## src/rtl/uart_tx_arbiter.sv

```systemverilog
// Round-robin arbiter that shares one UART byte transmitter among NREQ requesters,
// optionally prefixing each data byte with a source-identifying header byte.
module uart_tx_arbiter #(
    parameter int unsigned NREQ     = 4,
    parameter bit          HDR_EN   = 1'b1,
    parameter logic [7:0]  HDR_BASE = 8'hA0
) (
    input  logic              clk,
    input  logic              rst,
    input  logic [NREQ-1:0]   req_i,
    input  logic [8*NREQ-1:0] req_data_i,
    output logic [NREQ-1:0]   req_ack_o,
    output logic              tx_start_o,
    output logic [7:0]        tx_data_o,
    input  logic              tx_busy_i,
    output logic [2:0]        grant_id_o,
    output logic              busy_o
);

    localparam int unsigned IDXW = (NREQ > 1) ? $clog2(NREQ) : 1;
    localparam int unsigned IDW  = 3;

    typedef enum logic [2:0] {
        IDLE,
        LOAD,
        SEND_HDR,
        WAIT_HDR,
        SEND_DATA,
        WAIT_DATA,
        ACK
    } state_t;

    state_t            state_q, state_d;
    logic [IDW-1:0]    rr_ptr_q, rr_ptr_d;
    logic [IDW-1:0]    grant_id_q, grant_id_d;
    logic              tx_start_q, tx_start_d;
    logic [7:0]        tx_data_q, tx_data_d;
    logic [NREQ-1:0]   req_ack_q, req_ack_d;
    logic              busy_q, busy_d;
    logic [7:0]        data_lat_q, data_lat_d;
    logic              seen_busy_q, seen_busy_d;

    logic [7:0]        req_bytes [NREQ];
    logic              win_found;
    logic [IDXW-1:0]   win_idx;
    logic [IDXW-1:0]   cand;

    for (genvar g = 0; g < NREQ; g++) begin : g_bytes
        assign req_bytes[g] = req_data_i[8*g +: 8];
    end

    // First requester at or after rr_ptr+1, searching upward with wrap.
    always_comb begin
        win_found = 1'b0;
        win_idx   = '0;
        cand      = '0;
        for (int unsigned k = 1; k <= NREQ; k++) begin
            cand = IDXW'((32'(rr_ptr_q) + k) % NREQ);
            if (!win_found && req_i[cand]) begin
                win_found = 1'b1;
                win_idx   = cand;
            end
        end
    end

    // State and registered outputs.
    always_ff @(posedge clk or negedge rst) begin
        if (!rst) begin
            state_q     <= IDLE;
            rr_ptr_q    <= IDW'(NREQ - 1);
            grant_id_q  <= '0;
            tx_start_q  <= 1'b0;
            tx_data_q   <= 8'hFF;
            req_ack_q   <= '0;
            busy_q      <= 1'b0;
            data_lat_q  <= 8'hFF;
            seen_busy_q <= 1'b0;
        end else begin
            state_q     <= state_d;
            rr_ptr_q    <= rr_ptr_d;
            grant_id_q  <= grant_id_d;
            tx_start_q  <= tx_start_d;
            tx_data_q   <= tx_data_d;
            req_ack_q   <= req_ack_d;
            busy_q      <= busy_d;
            data_lat_q  <= data_lat_d;
            seen_busy_q <= seen_busy_d;
        end
    end

    // Outputs are computed for the state being entered so they line up with it.
    always_comb begin
        state_d     = state_q;
        rr_ptr_d    = rr_ptr_q;
        grant_id_d  = grant_id_q;
        tx_start_d  = 1'b0;
        tx_data_d   = tx_data_q;
        req_ack_d   = '0;
        data_lat_d  = data_lat_q;
        seen_busy_d = seen_busy_q;

        case (state_q)
            IDLE: begin
                if (win_found) begin
                    grant_id_d = IDW'(win_idx);
                    rr_ptr_d   = IDW'(win_idx);
                    data_lat_d = req_bytes[win_idx];
                    state_d    = LOAD;
                end
            end
            LOAD: begin
                tx_start_d = 1'b1;
                if (HDR_EN) begin
                    tx_data_d = HDR_BASE + 8'(grant_id_q);
                    state_d   = SEND_HDR;
                end else begin
                    tx_data_d = data_lat_q;
                    state_d   = SEND_DATA;
                end
            end
            SEND_HDR: begin
                seen_busy_d = 1'b0;
                state_d     = WAIT_HDR;
            end
            WAIT_HDR: begin
                if (tx_busy_i) begin
                    seen_busy_d = 1'b1;
                end
                if (seen_busy_q && !tx_busy_i) begin
                    tx_start_d = 1'b1;
                    tx_data_d  = data_lat_q;
                    state_d    = SEND_DATA;
                end
            end
            SEND_DATA: begin
                seen_busy_d = 1'b0;
                state_d     = WAIT_DATA;
            end
            WAIT_DATA: begin
                if (tx_busy_i) begin
                    seen_busy_d = 1'b1;
                end
                if (seen_busy_q && !tx_busy_i) begin
                    for (int unsigned k = 0; k < NREQ; k++) begin
                        req_ack_d[k] = (grant_id_q == IDW'(k));
                    end
                    state_d = ACK;
                end
            end
            ACK: begin
                state_d = IDLE;
            end
            default: begin
                state_d = IDLE;
            end
        endcase

        busy_d = (state_d != IDLE);
    end

    assign req_ack_o  = req_ack_q;
    assign tx_start_o = tx_start_q;
    assign tx_data_o  = tx_data_q;
    assign grant_id_o = grant_id_q;
    assign busy_o     = busy_q;

endmodule

```

## config.mk

```make
export PLATFORM = sky130hd
export DESIGN_NAME = uart_tx_arbiter
export DESIGN_NICKNAME = d
export VERILOG_FILES = /design/src/rtl/uart_tx_arbiter.sv
export SDC_FILE = /design/constraint.sdc
export NUM_CORES = 1
export LEC_CHECK = 0
export BUFFER_PORTS_ARGS = -buffer_cell sky130_fd_sc_hd__buf_2
export CORE_UTILIZATION = 50
export DETAILED_ROUTE_END_ITERATION = 6
export GPL_TIMING_DRIVEN = 0
export HOLD_SLACK_MARGIN = 0.1
export PLACE_DENSITY = 0.84
export SYNTH_ARGS = -nofsm -noshare
export SYNTH_HDL_FRONTEND = slang
export SYNTH_SLANG_ARGS = --single-unit
```

## constraint.sdc

```tcl
create_clock -name clk -period 2.15 [get_ports clk]
set_input_delay 0.3225 -clock clk [delete_from_list [all_inputs] [get_ports clk]]
set_output_delay 0.3225 -clock clk [all_outputs]
set_load 0.02 [all_outputs]
```

After elaboration in Yosys (flattened, before gate mapping)
Index checks and enable logic that the tools add are counted.
{"block": "classes", "add_sub_neg": 5, "n_lt_le_gt_ge": 5, "eq_ne": 10, "n_mux": 31, "n_bitwise": 1, "reduce_logical": 18}
{"op": "8-bit two-way mux", "count": 3}
{"op": "3-bit one-hot mux with 6 select lines", "count": 1}
{"op": "8-bit binary-select mux with 2-bit select", "count": 1}
{"op": "8-bit one-hot mux with 2 select lines", "count": 1}
{"op": "2-bit by 3-bit less-than comparator with 1-bit output, second input constant", "count": 4}
{"op": "1-bit two-way mux", "count": 10}
{"op": "3-bit two-way mux", "count": 3}
{"op": "8-bit by 2-bit adder with 8-bit output, first input constant", "count": 1}
{"op": "1-bit binary-select mux with 2-bit select", "count": 4}
{"op": "2-bit two-way mux", "count": 4}
{"op": "4-bit two-way mux", "count": 2}
{"op": "3-bit by 2-bit == test with 1-bit output, second input constant", "count": 2}
{"op": "3-bit == test, second input constant", "count": 2}
{"op": "3-bit zero test", "count": 2}
{"op": "2-bit AND reduction", "count": 3}
{"op": "2-bit by 1-bit adder with 2-bit output, second input constant", "count": 2}
{"op": "2-bit adder, second input constant", "count": 2}
{"op": "2-bit == test, second input constant", "count": 2}
{"op": "1-bit logical AND", "count": 4}
{"op": "1-bit zero test", "count": 4}
{"op": "1-bit one-hot mux with 2 select lines", "count": 2}
{"op": "2-bit nonzero test", "count": 2}
{"op": "2-bit OR reduction", "count": 2}
{"op": "3-bit by 1-bit == test with 1-bit output, second input constant", "count": 1}
{"op": "6 further kinds", "count": 6}
{"block": "totals", "ff_bits": 30, "out_inout_bits": 17, "wordCells": 79}

Longest topological paths before layout
Gate-level depths: netlist of the first run.
{"block": "logic_depth", "ltp_word": 17, "depth_mapped": 7, "depth_no_buf": 5}

Least setup slack after synthesis of the first run
Ideal clock, no wire load.
{"block": "synth_timing", "path_type": "reg-to-reg", "start": "register rr_ptr_q[1]", "end": "register data_lat_q[0]", "setup_ns": 0.087, "arrival_ns": 1.583, "required_ns": 2.063, "setup_slack_ns": 0.480, "stages_incl_launch_ff": 7, "n_path_buf": 1, "synth_period_minus_slack_ns": 1.670, "cell_sequence": "dfstp_2 mux2i_1 o22ai_1 a21oi_4 buf_6 mux2i_1 o211ai_2"}
{"block": "synth_via", "elab_chain_cells": 17, "word_cells_on_any_way": 31}
{"item": "from (decl)", "line_no": "34", "source": "logic [IDW-1:0] rr_ptr_q, rr_ptr_d;"}
{"item": "from (signal assigned)", "line_no": "70", "source": "rr_ptr_q <= IDW'(NREQ - 1);"}
{"item": "from (signal assigned)", "line_no": "80", "source": "rr_ptr_q <= rr_ptr_d;"}
{"item": "2-bit by 1-bit adder with 2-bit output", "line_no": "58", "source": "cand = IDXW'((32'(rr_ptr_q) + k) % NREQ);"}
{"item": "1-bit binary-select mux with 2-bit select", "line_no": "59", "source": "if (!win_found && req_i[cand]) begin"}
{"item": "1-bit two-way mux (implied by the code)", "line_no": "59"}
{"item": "1-bit two-way mux", "line_no": "59"}
{"item": "1-bit zero test", "line_no": "59"}
{"item": "1-bit logical AND", "line_no": "59"}
{"item": "1-bit two-way mux", "line_no": "59"}
{"item": "1-bit zero test", "line_no": "59"}
{"item": "1-bit logical AND", "line_no": "59"}
{"item": "1-bit two-way mux", "line_no": "59"}
{"item": "1-bit zero test", "line_no": "59"}
{"item": "1-bit logical AND", "line_no": "59"}
{"item": "2-bit two-way mux", "line_no": "59"}
{"item": "2-bit NOT with 3-bit output (implied by the code)", "line_no": "107", "source": "data_lat_d = req_bytes[win_idx];"}
{"item": "8-bit binary-select mux with 2-bit select", "line_no": "107"}
{"item": "8-bit two-way mux (implied by the code) (2 in a row)", "line_no": "107"}
{"item": "to (signal assigned)", "line_no": "86", "source": "data_lat_q <= data_lat_d;"}
{"item": "to (decl)", "line_no": "40", "source": "logic [7:0] data_lat_q, data_lat_d;"}
Several ways; a longest one is shown, not always the timed one. The select of a mux whose other input is x is not followed.
A chain may end at the register's enable or synchronous reset.

Worst setup path in the final report of the first run
{"block": "layout_timing", "start": "register rr_ptr_q[1]", "end": "register data_lat_q[7]"}
Same word-level chain as after synthesis.

==> flow_metrics.py, run 1 <==
metrics = {
    "status": {
        "status": "completed",
    },
    "critical_path": {
        "cp_top_family": "flip-flops",
        "required_ps": 2400,
        "path_common_cell": "mux2i_1",
        "reg2reg_slack_ps": 210,
        "arrival_ps": 2190,
        "cp_max_fo": 10,
        "cp_slowest_stage_delay_ps": 610,
        "crit_path_top_delay_cell": "dfstp_2",
        "crit_path_end_kind": "flop",
        "rr_startpoint": "rr_ptr_q[1]",
        "path_class": "flop to flop",
        "r2r_end": "data_lat_q[7]",
        "critPathBufInv": 1,
        "crit_chain": "mux2i_1 > o22ai_1 > a21oi_4 > buf_6 > mux2i_1 > o211ai_2",
        "rr_worst_depth": 6,
        "cp-start-kind": "flop",
    },
    "place": {
        "hpwl_um": 2530,
        "port_buffers": 54,
        "place_congestion": 0.798,
        "dpl-instance-area_um2": 1970,
    },
    "grt": {
        "grt_use_met1_pct": 27.4,
        "grt_use_met3_pct": 5.68,
        "grt_max_degree": 31,
        "grt_pass1_wl_um": 5650,
        "grt_usage_pct": 21.8,
        "grt_pass1_vias": 1257,
        "overflow": 0,
        "top_usage_layer": "met2",
        "antenna_found_initial": 0,
        "grtUsageMet2_pct": 35.3,
    },
    "pwr": {
        "ir_worst_vdd_mv": 0.527,
        "power.total_mw": 2.64,
        "p_int_mw": 1.59,
        "power_frac_clock_pct": 12.7,
        "seqPwrFrac_pct": 39.2,
        "pwr-share-comb_pct": 48.1,
        "powerDensity_nw_per_um2": 1290,
        "switchingPower_mw": 1.05,
        "leakage_nw": 0.973,
        "p_sw_share_pct": 39.9,
    },
    "floorplan": {
        "core-area_um2": 3080,
        "pin_count": 56,
        "initial_core_util_pct": 53.5,
        "die-area_um2": 3530,
        "rows": 20,
        "die_y_um": 59.4,
        "dieWidth_um": 59.4,
    },
    "cells_and_area": {
        "final_area_um2": 2040,
        "antennaDiodeCount": 0,
        "nets": 256,
        "layout-drive-gt1-share_pct": 49.1,
        "syn2layout_area_growth_pct": 24.0,
        "final_util_pct": 66.3,
    },
    "routing": {
        "drt-initial-drc-count": 33,
        "antenna_left": 0,
        "vias": 1336,
        "drc": 0,
        "routed_wl_um": 3260,
        "first_pass_iters": 4,
        "vias_per_cell": 5.10,
        "detail_route.wl_per_cell_um": 12.4,
    },
    "timing": {
        "max_slew_margin_pct": 60.1,
        "drv_slew": 0,
        "period_needed_ps": 1940,
        "tightest_slew_ps": 598,
        "fin_crit_sh_pct": 90.4,
        "grt_setup_unrepaired": "false",
        "tns_ps": 0,
        "hold_viol": 0,
        "finClkSkew_ps": 7.13,
        "setup_viol": 0,
        "max_freq_mhz": 514,
        "worst_hold_slack_ps": 290,
    },
    "synth": {
        "synthDominantCellAreaShare_pct": 28.7,
        "ys_ff_latch": 30,
        "synth_most_common_cell": "nand2_1",
        "synth_common_cells": "nand2_1 (19), dfstp_2 (18), nand3_1 (16), dfrtp_1 (12), mux2i_1 (11)",
        "ys.flop_type": "dfstp_2",
        "postSynthAreaPerCell_um2": 10.6,
        "ys_types": 35,
        "async_flop_share_pct": 100,
        "syn_inst": 155,
        "yosysTopAreaCell": "dfstp_2",
        "ys_warn_count": 0,
        "ys_seq_area_share_pct": 47.0,
        "synthTopCellsByArea": "dfstp_2 (29%), dfrtp_1 (18%), mux2i_1 (6.7%)",
        "synth_nets": 194,
        "synth_edf_count": 0,
        "netlist_area_um2": 1650,
    },
    "min_path": {
        "min_path_cells": 3,
        "worstHoldPathType": "primary input to flop",
        "worstHoldEndpoint": "seen_busy_q",
        "hp-start": "tx_busy_i",
    },
    "flow_run": {
        "drv_cap": 0,
    },
    "clock_network": {
        "cts.path.max_buffers": 2,
        "clock_latency_ps": 320,
        "cts_sinks": 30,
        "clk_pin_slew_ps": 90,
        "cts_tree": "yes",
        "tritoncts.num_buffers": 5,
        "h-tree-depth": 2,
        "cts_root_buf": "clkbuf_4",
        "post_cts.repair.setup_buffers": 0,
    },
}
[worst max path at each step]
stage	start	endpoint	cells past startpoint
final	rr_ptr_q[1]	data_lat_q[7]	6
after floorplan	rr_ptr_q[1]	data_lat_q[0]	6
after global routing	rr_ptr_q[1]	data_lat_q[7]	6
after global placement	rr_ptr_q[1]	data_lat_q[3]	6
after CTS	rr_ptr_q[1]	data_lat_q[7]	6
after detailed placement	rr_ptr_q[1]	data_lat_q[7]	6
[layout make-up]
class                      count  area [um^2]
multi-input combinational    112          788
tap                           44         55.1
sequential                    30          773
inverter                       4         15.0
clock buffer                   7         55.1
timing repair buffer          55          280
fill                         250         1040
clock inverter                 1         5.00
buffer                         9         70.1
[through the flow]
stage / setup slack, ps / instances
CTS: 201 / 262
global placement: 296 / 253
global route: 67.5 / 262
floorplan: 480 / 155
detailed placement: 222 / 253
finish: 206 / 262
[per-layer routing]
| metal | part of all wire [%] | up-vias |
|---|---|---|
| met5 | 0 | - |
| li1 | - | 673 |
| met2 | 48 | 51 |
| met1 | 46 | 607 |
| met4 | 0.89 | 0 |
| met3 | 5.2 | 5 |
[cell usage in the layout, fill, tap and decap left out, drive strengths merged, types with 2 or more instances in the layout]
master  instances
a211o           2
and2            2
clkbuf         10
dfrtp          12
nand2          19
o211ai          8
nand3          16
mux2i          11
nand2b          6
a22o            4
a21o            3
buf            60
o22ai           2
a21oi           5
nor3            2
dfstp          18
o21ai           6
nor2            7
and3            2
mux2            8
inv             4
[state kept, by name, summed over array words and instances, names as in the netlist]
| signal | flops |
|---|---|
| busy_o | 1 |
| data_lat_q | 8 |
| grant_id_o | 2 |
| req_ack_o | 4 |
| rr_ptr_q | 2 |
| seen_busy_q | 1 |
| state_q | 3 |
| tx_data_o | 8 |
| tx_start_o | 1 |
[worst reg2reg max path: cells and delay by family, from the launching register on]
family / cells / cell delay [ps]
multiplexers: 2 / 510
flip-flops: 1 / 610
buffers and inverters: 1 / 220
AO/OA/AOI/OAI: 3 / 530
[cells by family after synthesis]
logic type,Yosys count,synth area share (%)
AOI/OAI and AO/OA,32,17.2
muxes,19,12.2
xor gates and xnor gates,1,0.532
buffers and inverters,13,5.17
DFF,30,47.0
and+or+nand+nor,59,17.8
other,1,0.228
[power by group through the flow]
stage          Clock (mW)  Sequential [mW]  Combinational (mW)
6_report            0.335             1.03                1.27
5_1_grt             0.375             1.07                1.41
4_1_cts             0.341             1.03                1.27
3_5_place_dp            0             1.04                1.27
3_3_place_gp            0             1.03                1.23
2_1_floorplan           0             1.13               0.857
[what timing repair did]
action                    CTS  global route
hold endpoints to repair   12             0
hold buffers                1             0
gates resized for setup     0             0
Power figures use the tool's default switching activity.
==> run 2, diff against run 1 <==
--- a/config.mk
+++ b/config.mk
@@ -6,11 +6,12 @@
 export NUM_CORES = 1
 export LEC_CHECK = 0
 export BUFFER_PORTS_ARGS = -buffer_cell sky130_fd_sc_hd__buf_2
-export CORE_UTILIZATION = 50
+export CORE_UTILIZATION = 45
 export DETAILED_ROUTE_END_ITERATION = 6
 export GPL_TIMING_DRIVEN = 0
 export HOLD_SLACK_MARGIN = 0.1
-export PLACE_DENSITY = 0.84
+export PLACE_DENSITY = 0.8
+export SLEW_MARGIN = 40
 export SYNTH_ARGS = -nofsm -noshare
 export SYNTH_HDL_FRONTEND = slang
 export SYNTH_SLANG_ARGS = --single-unit
==> constraint.sdc (replaced) <==
create_clock -name clk -period 1.71 [get_ports clk]
set_input_delay 0.2565 -clock clk [delete_from_list [all_inputs] [get_ports clk]]
set_output_delay 0.2565 -clock clk [all_outputs]
set_load 0.02 [all_outputs]
==> flow_metrics.py, run 2 (synthesized netlist as in run 1, its figures left out) <==
metrics = {
    "status": {
        "status": "finished, violations left",
        "violations": "setup timing",
    },
    "routing": {
        "routed_wl_um": 3620,
        "first_pass_iters": 6,
        "drt-initial-drc-count": 89,
        "drc": 0,
        "vias_per_cell": 5.12,
        "antenna_left": 0,
        "vias": 1378,
        "detail_route.wl_per_cell_um": 13.5,
    },
    "clock_network": {
        "cts_root_buf": "clkbuf_4",
        "clk_pin_slew_ps": 80,
        "cts_tree": "yes",
        "clock_latency_ps": 330,
        "cts_sinks": 30,
        "cts.path.max_buffers": 2,
        "tritoncts.num_buffers": 5,
        "h-tree-depth": 2,
    },
    "pwr": {
        "power_frac_clock_pct": 11.0,
        "powerDensity_nw_per_um2": 1620,
        "leakage_nw": 1.02,
        "p_sw_share_pct": 39.9,
        "p_int_mw": 2.07,
        "power.total_mw": 3.45,
        "ir_worst_vdd_mv": 0.885,
        "switchingPower_mw": 1.38,
        "seqPwrFrac_pct": 38.0,
        "pwr-share-comb_pct": 51.0,
    },
    "cells_and_area": {
        "layout-drive-gt1-share_pct": 53.4,
        "final_common_cell": "buf_2",
        "mostFrequentLayoutCells": "buf_2 (56), nand2_1 (19), dfstp_2 (18)",
        "antennaDiodeCount": 0,
        "syn2layout_area_growth_pct": 29.7,
        "nets": 262,
    },
    "critical_path": {
        "arrival_ps": 1990,
        "cp-start-kind": "flop",
        "cp_max_fo": 4,
        "startpoint": "rr_ptr_q[1]",
        "path_class": "flop to flop",
        "crit_path_end_kind": "flop",
        "required_ps": 1960,
        "rr_startpoint": "rr_ptr_q[1]",
    },
    "grt": {
        "grt_usage_pct": 21.1,
        "antenna_found_initial": 0,
        "grt_max_degree": 31,
        "overflow": 0,
        "grt_pass1_wl_um": 6290,
        "grt_pass1_vias": 1361,
    },
    "place": {
        "place_congestion": 0.739,
        "port_buffers": 54,
        "hpwl_um": 2610,
        "pre_cts_slack_ps": -174,
    },
    "timing": {
        "worst_hold_slack_ps": 211,
        "period_needed_ps": 1730,
        "tightest_slew_ps": 634,
        "fin_crit_sh_pct": 101,
        "max_freq_mhz": 578,
        "setup_viol": 4,
        "finClkSkew_ps": 3.83,
        "grt_setup_unrepaired": "true",
        "hold_viol": 0,
        "drv_slew": 0,
        "setup_slack_ps": -20.5,
        "max_slew_margin_pct": 57.8,
        "tns_ps": -42.3,
    },
    "floorplan": {
        "core-area_um2": 3420,
        "dieWidth_um": 62.5,
        "initial_core_util_pct": 48.2,
        "rows": 21,
        "die_y_um": 62.5,
        "pin_count": 56,
        "die-area_um2": 3910,
    },
    "flow_run": {
        "drv_cap": 0,
    },
    "min_path": {
        "worstHoldPathType": "primary input to flop",
        "hp-start": "tx_busy_i",
    },
}
==> run 2: cell types whose count changed in the layout (fill, tap and decap cells not counted), sizes merged <==
cell,before,now
buf,60,67
clkinv,1,0
clkbuf,10,9
==> run 2: worst paths after layout <==
check | end | slack (ps) | depth (start not counted)
max | data_lat_q[7] | -20 | 6
min | seen_busy_q | 210 | 3
max reg2reg | data_lat_q[7] | -20 | 6
min reg2reg | tx_data_o[7] | 460 | 2
max in group asynchronous | grant_id_o[1] | 820 | 2
min in group asynchronous | req_ack_o[0] | 480 | 2
==> run 2: layout make-up <==
type                            instances  area [um^2]
Tap cell                               46         57.6
Sequential cell                        30          773
Clock buffer                            7         45.0
Inverter                                4         15.0
Multi-Input combinational cell        112          837
Fill cell                             292         1280
Buffer                                  9         75.1
Timing Repair Buffer                   61          333
==> run 2: timing repair <==
item                       in CTS  in global routing
setup endpoints to repair       8                  8
buffers inserted                6                  0
hold buffers                    1                  0
hold endpoints to repair       12                  0
pin swaps                       2                  1
gates resized for setup        11                  7
==> run 2: power by group through the flow <==
stage          clock [mW]  sequential, mW  combinational [mW]
2_1_floorplan           0            1.42                1.08
3_3_place_gp            0            1.31                1.54
3_5_place_dp            0            1.32                1.58
4_1_cts             0.389            1.31                1.73
5_1_grt             0.421            1.35                1.95
6_report            0.380            1.31                1.76
==> run 2: critical path, stage by stage, from the launching register on <==
cell      delay (ps)
dfstp_2          580
mux2i_1          230
o22ai_2          100
a21oi_4          190
buf_6            150
mux2_2           340
o211ai_2          70
==> run 2: through the flow <==
| stage | area [um^2] | std cells | utilization, % |
|---|---|---|---|
| after floorplan | 1650 | 155 | - |
| after global routing | 2140 | 269 | 62.5 |
| after detailed placement | 1970 | 255 | 57.8 |
| after CTS | 2120 | 269 | 62.0 |
| final | 2140 | 269 | 62.5 |
| after global placement | 1970 | 255 | 57.8 |
==> run 2: layer usage <==
| layer | vias to the layer above | wire [um] | GRT usage (%) |
|---|---|---|---|
| li1 | 683 | - | - |
| met1 | 639 | 1700 | 27.4 |
| met2 | 54 | 1720 | 32.9 |
| met3 | 2 | 176 | 6.02 |
| met4 | 0 | 29 | 8.72 |
| met5 | - | 0 | 0 |
